## src/rtl/cpu_step_ctrl_pkg.sv

```systemverilog
// Shared types for the execution-rate controller: FSM state encoding doubles as
// the externally visible mode value.
package cpu_step_pkg;

  typedef enum logic [1:0] {
    ST_PAUSED = 2'd0,
    ST_STEP   = 2'd1,
    ST_RUN    = 2'd2,
    ST_HALTED = 2'd3
  } state_e;

  localparam logic [1:0] MODE_PAUSED = 2'd0;
  localparam logic [1:0] MODE_STEP   = 2'd1;
  localparam logic [1:0] MODE_RUN    = 2'd2;
  localparam logic [1:0] MODE_HALTED = 2'd3;

endpackage

```

## src/rtl/cpu_step_ctrl_debouncer.sv

```systemverilog
// Two-flop synchronizer followed by a counter that only lets the debounced level
// follow the synchronized sample after DEBOUNCE_CYCLES consecutive disagreements.
module debouncer #(
  parameter int unsigned DEBOUNCE_CYCLES = 20
) (
  input  logic clk_i,
  input  logic rst_ni,
  input  logic raw_i,
  output logic db_o
);

  localparam int unsigned CW = (DEBOUNCE_CYCLES > 1) ? $clog2(DEBOUNCE_CYCLES) : 1;
  localparam logic [CW-1:0] CNT_LAST = CW'(DEBOUNCE_CYCLES - 1);

  logic [1:0]    sync_q;
  logic          s;
  logic          db_q, db_d;
  logic [CW-1:0] cnt_q, cnt_d;

  assign s = sync_q[1];

  always_ff @(posedge clk_i or negedge rst_ni) begin
    if (!rst_ni) begin
      sync_q <= '0;
      db_q   <= 1'b0;
      cnt_q  <= '0;
    end else begin
      sync_q <= {sync_q[0], raw_i};
      db_q   <= db_d;
      cnt_q  <= cnt_d;
    end
  end

  always_comb begin
    db_d  = db_q;
    cnt_d = '0;
    if (s != db_q) begin
      if (cnt_q == CNT_LAST) begin
        db_d = s;
      end else begin
        cnt_d = cnt_q + 1'b1;
      end
    end
  end

  assign db_o = db_q;

endmodule

```

## src/rtl/cpu_step_ctrl.sv

```systemverilog
// Execution-rate controller: issues single-cycle pipeline enables in free-run,
// single-step or halted modes and counts them with a saturating counter.
module cpu_step_ctrl
  import cpu_step_pkg::*;
#(
  parameter int unsigned DEBOUNCE_CYCLES = 20,
  parameter int unsigned RUN_DIV         = 20,
  parameter int unsigned CNT_W           = 32
) (
  input  logic             i_clk,
  input  logic             i_rst_n,
  input  logic             i_btn_step,
  input  logic             i_sw_run,
  input  logic             i_halt,
  output logic             o_cpu_en,
  output logic [1:0]       o_mode,
  output logic [CNT_W-1:0] o_step_cnt
);

  localparam int unsigned DW = (RUN_DIV > 1) ? $clog2(RUN_DIV) : 1;
  localparam logic [DW-1:0] DIV_LAST = DW'(RUN_DIV - 1);

  state_e           state_q, state_d;
  logic             btn_db, run_db;
  logic             btn_db_q;
  logic             step_req;
  logic [DW-1:0]    div_q, div_d;
  logic [CNT_W-1:0] cnt_q, cnt_d;

  debouncer #(.DEBOUNCE_CYCLES(DEBOUNCE_CYCLES)) u_db_btn (
    .clk_i  (i_clk),
    .rst_ni (i_rst_n),
    .raw_i  (i_btn_step),
    .db_o   (btn_db)
  );

  debouncer #(.DEBOUNCE_CYCLES(DEBOUNCE_CYCLES)) u_db_run (
    .clk_i  (i_clk),
    .rst_ni (i_rst_n),
    .raw_i  (i_sw_run),
    .db_o   (run_db)
  );

  assign step_req = btn_db & ~btn_db_q;

  always_ff @(posedge i_clk or negedge i_rst_n) begin
    if (!i_rst_n) begin
      state_q  <= ST_PAUSED;
      btn_db_q <= 1'b0;
      div_q    <= '0;
      cnt_q    <= '0;
    end else begin
      state_q  <= state_d;
      btn_db_q <= btn_db;
      div_q    <= div_d;
      cnt_q    <= cnt_d;
    end
  end

  always_comb begin
    state_d = state_q;
    unique case (state_q)
      ST_PAUSED: begin
        if (i_halt)        state_d = ST_HALTED;
        else if (run_db)   state_d = ST_RUN;
        else if (step_req) state_d = ST_STEP;
      end
      ST_STEP: state_d = i_halt ? ST_HALTED : ST_PAUSED;
      ST_RUN: begin
        if (i_halt)       state_d = ST_HALTED;
        else if (!run_db) state_d = ST_PAUSED;
      end
      ST_HALTED: state_d = ST_HALTED;
      default:   state_d = ST_PAUSED;
    endcase
  end

  assign o_cpu_en = (state_q == ST_STEP) || ((state_q == ST_RUN) && (div_q == DIV_LAST));

  // Divider only advances while staying in RUN, so every RUN entry starts from 0.
  always_comb begin
    div_d = '0;
    if ((state_q == ST_RUN) && (state_d == ST_RUN)) begin
      div_d = (div_q == DIV_LAST) ? '0 : div_q + 1'b1;
    end
  end

  always_comb begin
    cnt_d = cnt_q;
    if (o_cpu_en && (cnt_q != '1)) begin
      cnt_d = cnt_q + 1'b1;
    end
  end

  assign o_mode     = state_q;
  assign o_step_cnt = cnt_q;

endmodule

```

## config.mk

```make
export PLATFORM = sky130hd
export DESIGN_NAME = cpu_step_ctrl
export DESIGN_NICKNAME = d
export VERILOG_FILES = /design/src/rtl/cpu_step_ctrl_pkg.sv /design/src/rtl/cpu_step_ctrl_debouncer.sv /design/src/rtl/cpu_step_ctrl.sv
export SDC_FILE = /design/constraint.sdc
export NUM_CORES = 1
export LEC_CHECK = 0
export BUFFER_PORTS_ARGS = -buffer_cell sky130_fd_sc_hd__buf_4
export CORE_AREA = 5 5 75 77
export DETAILED_ROUTE_END_ITERATION = 8
export DIE_AREA = 0 0 80 82
export PLACE_DENSITY = 0.77
export RECOVER_POWER = 25
export SYNTH_ARGS = -nofsm -noshare
export SYNTH_HDL_FRONTEND = slang
export SYNTH_SLANG_ARGS = --single-unit
```

## constraint.sdc

```tcl
create_clock -name i_clk -period 2.4 [get_ports i_clk]
set_clock_uncertainty 0.05 [all_clocks]
set_input_delay 0.36 -clock i_clk [delete_from_list [all_inputs] [get_ports i_clk]]
set_output_delay 0.36 -clock i_clk [all_outputs]
set_load 0.03 [all_outputs]
```

==> run_results.csv, run 1 <==
group,metric,value,unit
setup_path,rr_worst_depth,6,
global_route,grt_use_total,17.08,%
clock_network,cts_hold_buf,0,
min_path,whs_endpoint,"u_db_btn.sync_q[0]",
synthesis,postSynthAreaPerCell,10.80,sq um
floorplanning,start_util,53.06,%
synthesis,synth_seq_area_share,53.41,%
layout,stdcell_area,3100,sq um
power_and_ir_drop,max-vdd-ir-drop,0.2927,mV
timing,finalHoldViolations,0,
clock_network,numCtsBuffers,5,
routing,drcViolationCount,0,
synthesis,yosys.cell_types.count,31,
setup_path,arrival,1.78,ns
routing,ant_nets,0,
floorplanning,placementRows,26,
placed_design,portBuffers,39,
global_route,grt_pass1_wl,8714,um
clock_network,clkTransAtPathRegs,0.09,ns
synthesis,ys_ff_latch,56,
timing,setup-tns-final,0,ns
setup_path,required,1.99,ns
synthesis,yosysWarnings,0,
setup_path,path_cells,"ha_1 -> and4bb_2 -> a21oi_2 -> inv_1 -> buf_4",
placed_design,gp_congestion,0.8285,
clock_network,cts_tree,"built",
floorplanning,die_w,80,um
timing,rsz0062_at_grt,"no",
clock_network,clock_sinks,56,
placed_design,dpl-instance-area,3007,sq um
min_path,hold_depth,1,
synthesis,syn_inst,243,
layout,area_delta_synth_final,18.17,%
placed_design,dp_hpwl,3695,um
setup_path,slowest_stage,"dfrtp_1",
floorplanning,die_h,82,um
clock_network,cts-root-buf,"clkbuf_8",
layout,drive_gt1_share,21.72,%
clock_network,clockBufferDepth,2,
timing,relSlewSlack,12.08,%
clock_network,clk-insertion-delay-late,0.30,ns
floorplanning,core,4945,sq um
setup_path,timing.reg2reg.setup_slack,0.30,ns
routing,route.vias.total,1913,
setup_path,start_kind,"flop",
routing,drt-pass1-iter-count,4,
clock_network,h-tree-depth,2,
layout,final_common_cell,"dfrtp_1",
layout,post-route-util,62.70,%
timing,hold_ws,0.1254,ns
timing,tightestPinTransition,1.319,ns
floorplanning,dieArea,6560,sq um
layout,fillers,425,
global_route,grt-ovfl-total,0,
setup_path,crit_fanout,6,
setup_path,timing.rr.end,"o_step_cnt[20]",
timing,slew_viol_final,0,
layout,finalNetCount,298,
status,status,"complete, no violations",
routing,wl_per_cell,13.83,um
synthesis,synth_ff_type,"dfrtp_1",
setup_path,rr_startpoint,"o_step_cnt[0]",
floorplanning,io_pins,40,
routing,drt-vias-per-instance,5.314,
routing,drt_iter0_drc,118,
power_and_ir_drop,power_density,482.0,nW/um^2
global_route,grt_max_degree,57,
synthesis,yosysTopAreaCell,"dfrtp_1",
timing,min_period,2.193,ns
min_path,worstHoldStart,"i_btn_step",
layout,insertedDiodeCount,0,
setup_path,cp-end-kind,"primary output",
synthesis,synthesis.area,2624,sq um
timing,setup_viol,0,
timing,fin_crit_sh,91.35,%
run,maxCapViolCount,0,
power_and_ir_drop,p_leak,0.001421,uW
synthesis,syn_nets,252,
routing,wl,4979,um
clock_network,cts_setup_buffers,0,
synthesis,async_reset_ff_share,100.0,%
setup_path,max_stage_delay,0.41,ns
global_route,grt_pass1_vias,1859,
synthesis,netlist.area_leader.share,53.41,%
layout,final_cell_mix,"56 x dfrtp_1, 37 x buf_4, 23 x xnor2_1, 23 x nand2_1",
min_path,min_path_type,"in -> reg",
timing,fmax,456.1,MHz
synthesis,synth-edff-count,0,
global_route,antenna_found_initial,0,
clock_network,cts_resized,0,
synthesis,netlist_top_cells_area,"dfrtp_1 53%, xnor2_1 7.7%, xor2_1 4.3%",
setup_path,path_class,"reg -> out",
-- cells by family after synthesis --
kind of cell | Yosys count | share of synthesized area [%]
DFF | 56 | 53.41
buffers and inverters | 11 | 1.621
AOI/OAI and AO/OA | 17 | 3.910
adders and majority gates | 4 | 1.908
and+or+nand+nor | 114 | 24.99
xor gates and xnor gates | 36 | 12.02
muxes | 5 | 2.146
-- per-layer routing --
layer	vias up	GRT usage (%)	wire, um	part of all wire, %
li1	943	-	-	-
met1	923	22.80	2319	47
met2	40	26.74	2302	46
met3	7	4.276	265	5.3
met4	0	6.926	92	1.8
met5	-	0	0	0
-- state kept, by name, indices dropped and copies added, names as in the netlist, 2 cells and up --
signal / count
u_db_run.cnt_q: 5
u_db_btn.sync_q: 2
div_q: 5
o_mode: 2
o_step_cnt: 32
u_db_run.sync_q: 2
u_db_btn.cnt_q: 5
-- cells in the mapped netlist, drive strengths merged, types with 4 or more instances --
cell,instances
dfrtp,56
ha,4
inv,10
mux2,5
nand2,23
nand3,18
nand3b,4
nand4,13
nor2,17
nor2b,4
nor3,10
nor3b,6
nor4,6
o21ai,9
xnor2,23
xor2,13
-- how the worst max path moves through the flow --
stage	startpoint	endpoint	slack [ns]	cells past startpoint
2_1_floorplan	o_step_cnt[0]	o_step_cnt[16]	0.35	7
6_report	div_q[0]	o_cpu_en	0.21	5
5_1_grt	o_step_cnt[0]	o_step_cnt[20]	0.11	6
3_5_place_dp	o_step_cnt[0]	o_step_cnt[20]	0.21	6
3_3_place_gp	o_step_cnt[0]	o_step_cnt[20]	0.33	6
4_1_cts	div_q[0]	o_cpu_en	0.11	5
-- critical path, delay by kind of cell (launching register included) --
family / cells / cell delay, ns
flops: 1 / 0.41
buf+inv: 2 / 0.35
fa+ha+maj: 1 / 0.25
simple gates: 1 / 0.25
compound gates: 1 / 0.22
-- final cells by class --
cell class                      instances  area, sq um  area share [%]
Tap cell                               70        87.58           2.825
Sequential cell                        56         1401           45.20
Timing Repair Buffer                   40        297.8           9.605
Clock inverter                          3        18.77          0.6053
Multi-Input combinational cell        176         1189           38.34
Clock buffer                            5        68.82           2.220
Inverter                               10        37.54           1.211
-- where the power goes --
part | internal, uW | total [uW] | switching (uW)
clock network | 204 | 492 | 288
logic | 14.4 | 41.0 | 26.6
registers | 954 | 962 | 7.71
total | 1170 | 1490 | 322
-- metrics by stage --
stage	std cells	setup slack, ns	power [uW]
after floorplan	243	0.3451	996.2
after global placement	352	0.3269	1023
after detailed placement	352	0.2116	1024
after CTS	360	0.1092	1522
after global routing	360	0.1093	1567
final	360	0.2075	1494
Note: power is estimated with default switching activity, not from simulation.
==> run 2, diff against run 1 <==
--- a/config.mk
+++ b/config.mk
@@ -5,11 +5,13 @@
 export SDC_FILE = /design/constraint.sdc
 export NUM_CORES = 1
 export LEC_CHECK = 0
-export BUFFER_PORTS_ARGS = -buffer_cell sky130_fd_sc_hd__buf_4
-export CORE_AREA = 5 5 75 77
+export ABC_AREA = 1
+export ABC_CLOCK_PERIOD_IN_PS = 2400
+export CORE_AREA = 5 5 81 83
 export DETAILED_ROUTE_END_ITERATION = 8
-export DIE_AREA = 0 0 80 82
-export PLACE_DENSITY = 0.77
+export DIE_AREA = 0 0 86 88
+export DONT_BUFFER_PORTS = 1
+export PLACE_DENSITY = 0.71
 export RECOVER_POWER = 25
 export SYNTH_ARGS = -nofsm -noshare
 export SYNTH_HDL_FRONTEND = slang
==> run 2 against run 1 <==
Against the previous run:
- global-route usage is 3.5 points higher
- first-iteration DRC count is 19% higher
- final area grew 14%
==> run_results.csv, run 2 <==
group,metric,value,unit
status,status,"complete, no violations",
clock_network,cts-root-buf,"clkbuf_8",
power_and_ir_drop,finalPower,1566,uW
clock_network,clockBufferDepth,2,
synthesis,ys_ff_latch,56,
global_route,antenna_found_initial,0,
power_and_ir_drop,power_density,442.6,nW/um^2
layout,insertedDiodeCount,0,
floorplanning,start_util,54.57,%
synthesis,synth_common_cells,"182 x nand2_1, 66 x nor2_1, 56 x dfrtp_1",
placed_design,dp_hpwl,5445,um
floorplanning,placementRows,28,
floorplanning,die_h,88,um
clock_network,clkTransAtPathRegs,0.11,ns
synthesis,synthesis.area,3154,sq um
global_route,grt_pass1_wl,12230,um
routing,wl,7148,um
run,maxCapViolCount,0,
floorplanning,core,5781,sq um
timing,relSlewSlack,9.037,%
synthesis,netlist.area_leader.share,44.43,%
min_path,min_path_type,"in -> reg",
power_and_ir_drop,p_leak,0.001756,uW
setup_path,required,1.99,ns
timing,min_period,2.206,ns
layout,ff_latch_area,1401,sq um
synthesis,syn_nets,445,
clock_network,cts_tree,"built",
timing,setup-tns-final,0,ns
placed_design,numPlacedInstances,534,
clock_network,clock_sinks,56,
floorplanning,die_w,86,um
routing,wl_per_cell,13.09,um
timing,rsz0062_at_grt,"no",
clock_network,h-tree-depth,2,
placed_design,gp_congestion,0.9292,
layout,fin_cells,546,
synthesis,yosysWarnings,0,
layout,final_cell_mix,"182 x nand2_1, 66 x nor2_1, 56 x dfrtp_1, 41 x inv_1, 29 x buf_4",
synthesis,yosys.cell_types.count,23,
synthesis,yosysTopAreaCell,"dfrtp_1",
placed_design,portBuffers,0,
routing,drcViolationCount,0,
timing,fin_crit_sh,91.90,%
setup_path,start_kind,"flop",
timing,setup_viol,0,
clock_network,numCtsBuffers,5,
layout,area_delta_synth_final,12.14,%
synthesis,netlist_top_cells_area,"dfrtp_1 44%, nand2_1 22%, nor2_1 7.9%",
timing,slew_viol_final,0,
routing,drt-pass1-iter-count,4,
synthesis,synth-edff-count,0,
synthesis,post-synth-top-count-cell,"nand2_1",
layout,stdcell_area,3537,sq um
synthesis,synth_seq_area_share,44.43,%
global_route,grt-ovfl-total,0,
routing,ant_nets,0,
timing,tightestPinTransition,1.364,ns
synthesis,synth_ff_type,"dfrtp_1",
setup_path,crit_fanout,11,
setup_path,cp-end-kind,"primary output",
placed_design,dpl-instance-area,3406,sq um
floorplanning,io_pins,40,
routing,drt_iter0_drc,140,
layout,multiInputGateArea,1529,sq um
layout,largest_reg_flops,32,
layout,drive_gt1_share,10.19,%
routing,drt-vias-per-instance,5.042,
layout,fillers,522,
setup_path,arrival,1.80,ns
global_route,grt_pass1_vias,2644,
routing,route.vias.total,2753,
global_route,grt_use_total,20.55,%
timing,finalHoldViolations,0,
timing,fmax,453.4,MHz
synthesis,postSynthAreaPerCell,7.235,sq um
setup_path,path_class,"reg -> out",
synthesis,async_reset_ff_share,100.0,%
layout,final_common_cell,"nand2_1",
global_route,grt_max_degree,57,
synthesis,syn_inst,436,
layout,finalNetCount,479,
power_and_ir_drop,max-vdd-ir-drop,0.2584,mV
floorplanning,dieArea,7568,sq um
clock_network,clk-insertion-delay-late,0.32,ns
-- run 2: cell count changes in the layout (fill, tap and decap cells not counted), sizes merged, moves of 6 or more --
cell   before  now
nand4      13    7
nor4        6    0
inv        10   43
nor3b       6    0
xnor2      23   11
nor2       17   71
buf        37   29
nor3       10    0
nand3      18   28
nand2      23  185
-- run 2: where the power goes --
part	switching, uW	total, uW	leakage (uW)	internal (uW)
Combinational	29.0	42.8	0.000951	13.8
Sequential	8.80	963	0.000758	955
Clock	344	559	0.0000463	215
-- run 2: cell families (layout without fill, tap and decap cells) --
group	Yosys count	count (layout)	share of synthesized area (%)
fa+ha+maj	4	4	1.587
buf+inv	49	84	7.100
simple gates	292	292	38.12
flops	56	56	44.43
compound gates	10	10	1.745
xor+xnor	24	24	6.664
mux	1	1	0.3570
-- run 2: repair_timing --
action,CTS,global route
gates resized for setup,0,0
setup buffers,0,0
hold buffers,3,1
endpoints found under the hold margin,57,1
-- run 2: per-stage QoR --
stage                     util [%]  setup WS (ns)  hold WS (ns)
final                        61.19         0.1944        0.1282
after global routing         61.19        0.07411        0.1138
after CTS                    61.41         0.2044     0.0001553
after detailed placement     58.92         0.3649       0.01603
after global placement       58.92         0.4391       0.01607
after floorplan                  -         0.4856       0.01441
-- run 2: final cells by class --
type	instances	area share [%]
multi-input combinational	331	43.23
sequential	56	39.62
timing repair buffer	33	7.145
inverter	43	4.634
tap	75	2.653
clock buffer	5	1.946
clock inverter	3	0.7782
-- run 2: worst paths after layout --
path / startpoint / endpoint / slack, ns / cells past startpoint
max in group asynchronous: i_rst_n / o_step_cnt[7] / 0.66 / 2
setup / recovery: o_mode[1] / o_cpu_en / 0.19 / 5
hold reg to reg: u_db_btn.sync_q[0] / u_db_btn.sync_q[1] / 0.31 / 0
hold / removal: i_halt / o_mode[0] / 0.13 / 2
min in group asynchronous: i_rst_n / u_db_btn.sync_q[1] / 0.83 / 2
setup reg to reg: o_step_cnt[3] / o_step_cnt[2] / 0.34 / 9
-- run 2: per-layer routing --
layer,global-route usage (%),wire length (um),vias to the layer above
li1,-,-,1400
met1,25.76,3125,1271
met2,35.32,3425,67
met3,4.704,440,15
met4,6.475,157,0
met5,0,0,-
-- run 2: critical path: stages (launching register included) --
cell	delay [ns]
dfrtp_1	0.58
inv_1	0.14
nor2_1	0.10
nand3_1	0.08
nand2_1	0.33
buf_4	0.24
==> run 3, diff against run 2 <==
--- a/config.mk
+++ b/config.mk
@@ -8,6 +8,7 @@
 export ABC_AREA = 1
 export ABC_CLOCK_PERIOD_IN_PS = 2400
 export CORE_AREA = 5 5 81 83
+export CTS_BUF_LIST = sky130_fd_sc_hd__clkbuf_16
 export DETAILED_ROUTE_END_ITERATION = 8
 export DIE_AREA = 0 0 86 88
 export DONT_BUFFER_PORTS = 1
==> run 3 against run 2 <==
Against the previous run:
- maximum frequency grew 1.7%
- non-clock buffer count shrank 2
- flip-flop and latch count is the same
- critical path type unchanged
- highest routed layer unchanged
==> run_results.csv, run 3 (synthesis results as in run 2) <==
group,metric,value,unit
power_and_ir_drop,p_sw,401.1,uW
layout,ff_latch_area,1401,sq um
setup_path,crit_buf_inv,2,
timing,hold_ws,0.03387,ns
power_and_ir_drop,power_frac_comb,2.3,%
timing,min_period,2.169,ns
timing,finalHoldViolations,0,
power_and_ir_drop,power_density,493.6,nW/um^2
timing,setup-tns-final,0,ns
setup_path,arrival,1.76,ns
placed_design,dp_hpwl,5445,um
run,maxCapViolCount,0,
status,status,"complete, no violations",
timing,tightestPinTransition,1.362,ns
placed_design,pre_cts_ws,0.3649,ns
global_route,grt-ovfl-total,0,
timing,setup_ws,0.2313,ns
setup_path,max_stage_delay,0.57,ns
setup_path,crit_family,"flip-flops",
layout,final_cell_mix,"182 x nand2_1, 66 x nor2_1, 56 x dfrtp_1, 41 x inv_1, 29 x buf_4",
clock_network,clk-insertion-delay-late,0.30,ns
power_and_ir_drop,internal_power,1363,uW
layout,finalNetCount,477,
floorplanning,core,5781,sq um
layout,drive_gt1_share,10.23,%
routing,wl_per_cell,13.25,um
clock_network,numCtsBuffers,5,
clock_network,h-tree-depth,2,
clock_network,clock_sinks,56,
setup_path,slowest_stage,"dfrtp_1",
floorplanning,die_w,86,um
layout,multiInputGateArea,1529,sq um
clock_network,cts_resized,0,
routing,drt_iter0_drc,218,
layout,largest_reg_flops,32,
global_route,grt_max_degree,57,
layout,area_delta_synth_final,13.29,%
global_route,grt_pass1_wl,12290,um
power_and_ir_drop,power_frac_clock,43.1,%
clock_network,cts-root-buf,"clkbuf_16",
setup_path,cp-end-kind,"primary output",
routing,drt-pass1-iter-count,4,
floorplanning,dieArea,7568,sq um
power_and_ir_drop,finalPower,1764,uW
floorplanning,io_pins,40,
routing,drcViolationCount,0,
clock_network,clkTransAtPathRegs,0.07,ns
routing,route.vias.total,2767,
power_and_ir_drop,p_leak,0.001773,uW
timing,rsz0062_at_grt,"no",
layout,final_common_cell,"nand2_1",
timing,relSlewSlack,9.172,%
setup_path,start_kind,"flop",
routing,ant_nets,0,
setup_path,required,1.99,ns
routing,drt-vias-per-instance,5.086,
placed_design,portBuffers,0,
power_and_ir_drop,swShare,22.74,%
layout,insertedDiodeCount,0,
layout,fillers,511,
floorplanning,die_h,88,um
placed_design,gp_congestion,0.9292,
global_route,grt_pass1_vias,2679,
global_route,grt_use_total,20.63,%
clock_network,clockBufferDepth,2,
power_and_ir_drop,seq_power_share,54.6,%
timing,setup_viol,0,
setup_path,crit_fanout,11,
power_and_ir_drop,max-vdd-ir-drop,0.2633,mV
setup_path,path_cells,"inv_1 -> nor2_1 -> nand3_1 -> nand2_1 -> buf_4",
setup_path,path_class,"reg -> out",
timing,fmax,461.1,MHz
floorplanning,start_util,54.57,%
routing,wl,7207,um
timing,slew_viol_final,0,
global_route,antenna_found_initial,0,
timing,fin_crit_sh,90.36,%
clock_network,cts_tree,"built",
min_path,min_path_type,"in -> reg",
floorplanning,placementRows,28,
-- run 3: worst reg2reg max path, stage by stage, from the launching register on --
cell and delay [ns]:
dfrtp_1 0.61, nand2_1 0.16, nor2_4 0.18, nand2_4 0.10, nor2_4 0.17, nand2_4 0.10
nand2_4 0.20, buf_4 0.27, nand2_1 0.07, o21ai_1 0.08
-- run 3: per-stage QoR --
stage               std cells  util (%)  area (sq um)
floorplan                 436         -          3154
global placement          534     58.92          3406
detailed placement        534     58.92          3406
CTS                       544     62.21          3596
global route              544     61.82          3573
finish                    544     61.82          3573
-- run 3: final timing paths --
| kind | start | end | slack [ns] | cells past startpoint |
|---|---|---|---|---|
| max | o_mode[1] | o_cpu_en | 0.23 | 5 |
| min | i_sw_run | u_db_run.sync_q[0] | 0.03 | 0 |
| max reg2reg | o_step_cnt[3] | o_step_cnt[2] | 0.34 | 9 |
| min reg2reg | u_db_btn.sync_q[0] | u_db_btn.sync_q[1] | 0.30 | 0 |
| max in group asynchronous | i_rst_n | u_db_run.cnt_q[1] | 0.63 | 2 |
| min in group asynchronous | i_rst_n | u_db_btn.cnt_q[4] | 0.87 | 2 |
-- run 3: repair_timing --
action	in CTS	in global routing
buffers inserted	0	0
endpoints found under the setup margin	0	0
endpoints found under the hold margin	56	0
hold buffers	2	0
-- run 3: power groups by stage --
stage	logic, uW	registers, uW	clock network, uW
after CTS	47.3	963	778
after global placement	20.3	981	0
after global routing	48.8	965	822
after floorplan	18.1	980	0
final	40.3	963	761
after detailed placement	21.5	982	0
-- run 3: cell type report --
class | instances | area share (%)
clock inverters | 3 | 0.7703
well taps | 75 | 2.626
flip-flops and latches | 56 | 39.22
clock buffers | 5 | 3.501
inverters | 43 | 4.587
repair buffers | 31 | 6.513
multi-input cells | 331 | 42.79
-- run 3: metal layers --
layer  up-vias  GRT usage, %  share of wire, %
met5         -             0                 0
met4         0         7.626               2.7
met3        17         3.951               6.1
met2        78         35.67                49
met1      1275         25.70                42
li1       1397             -                 -
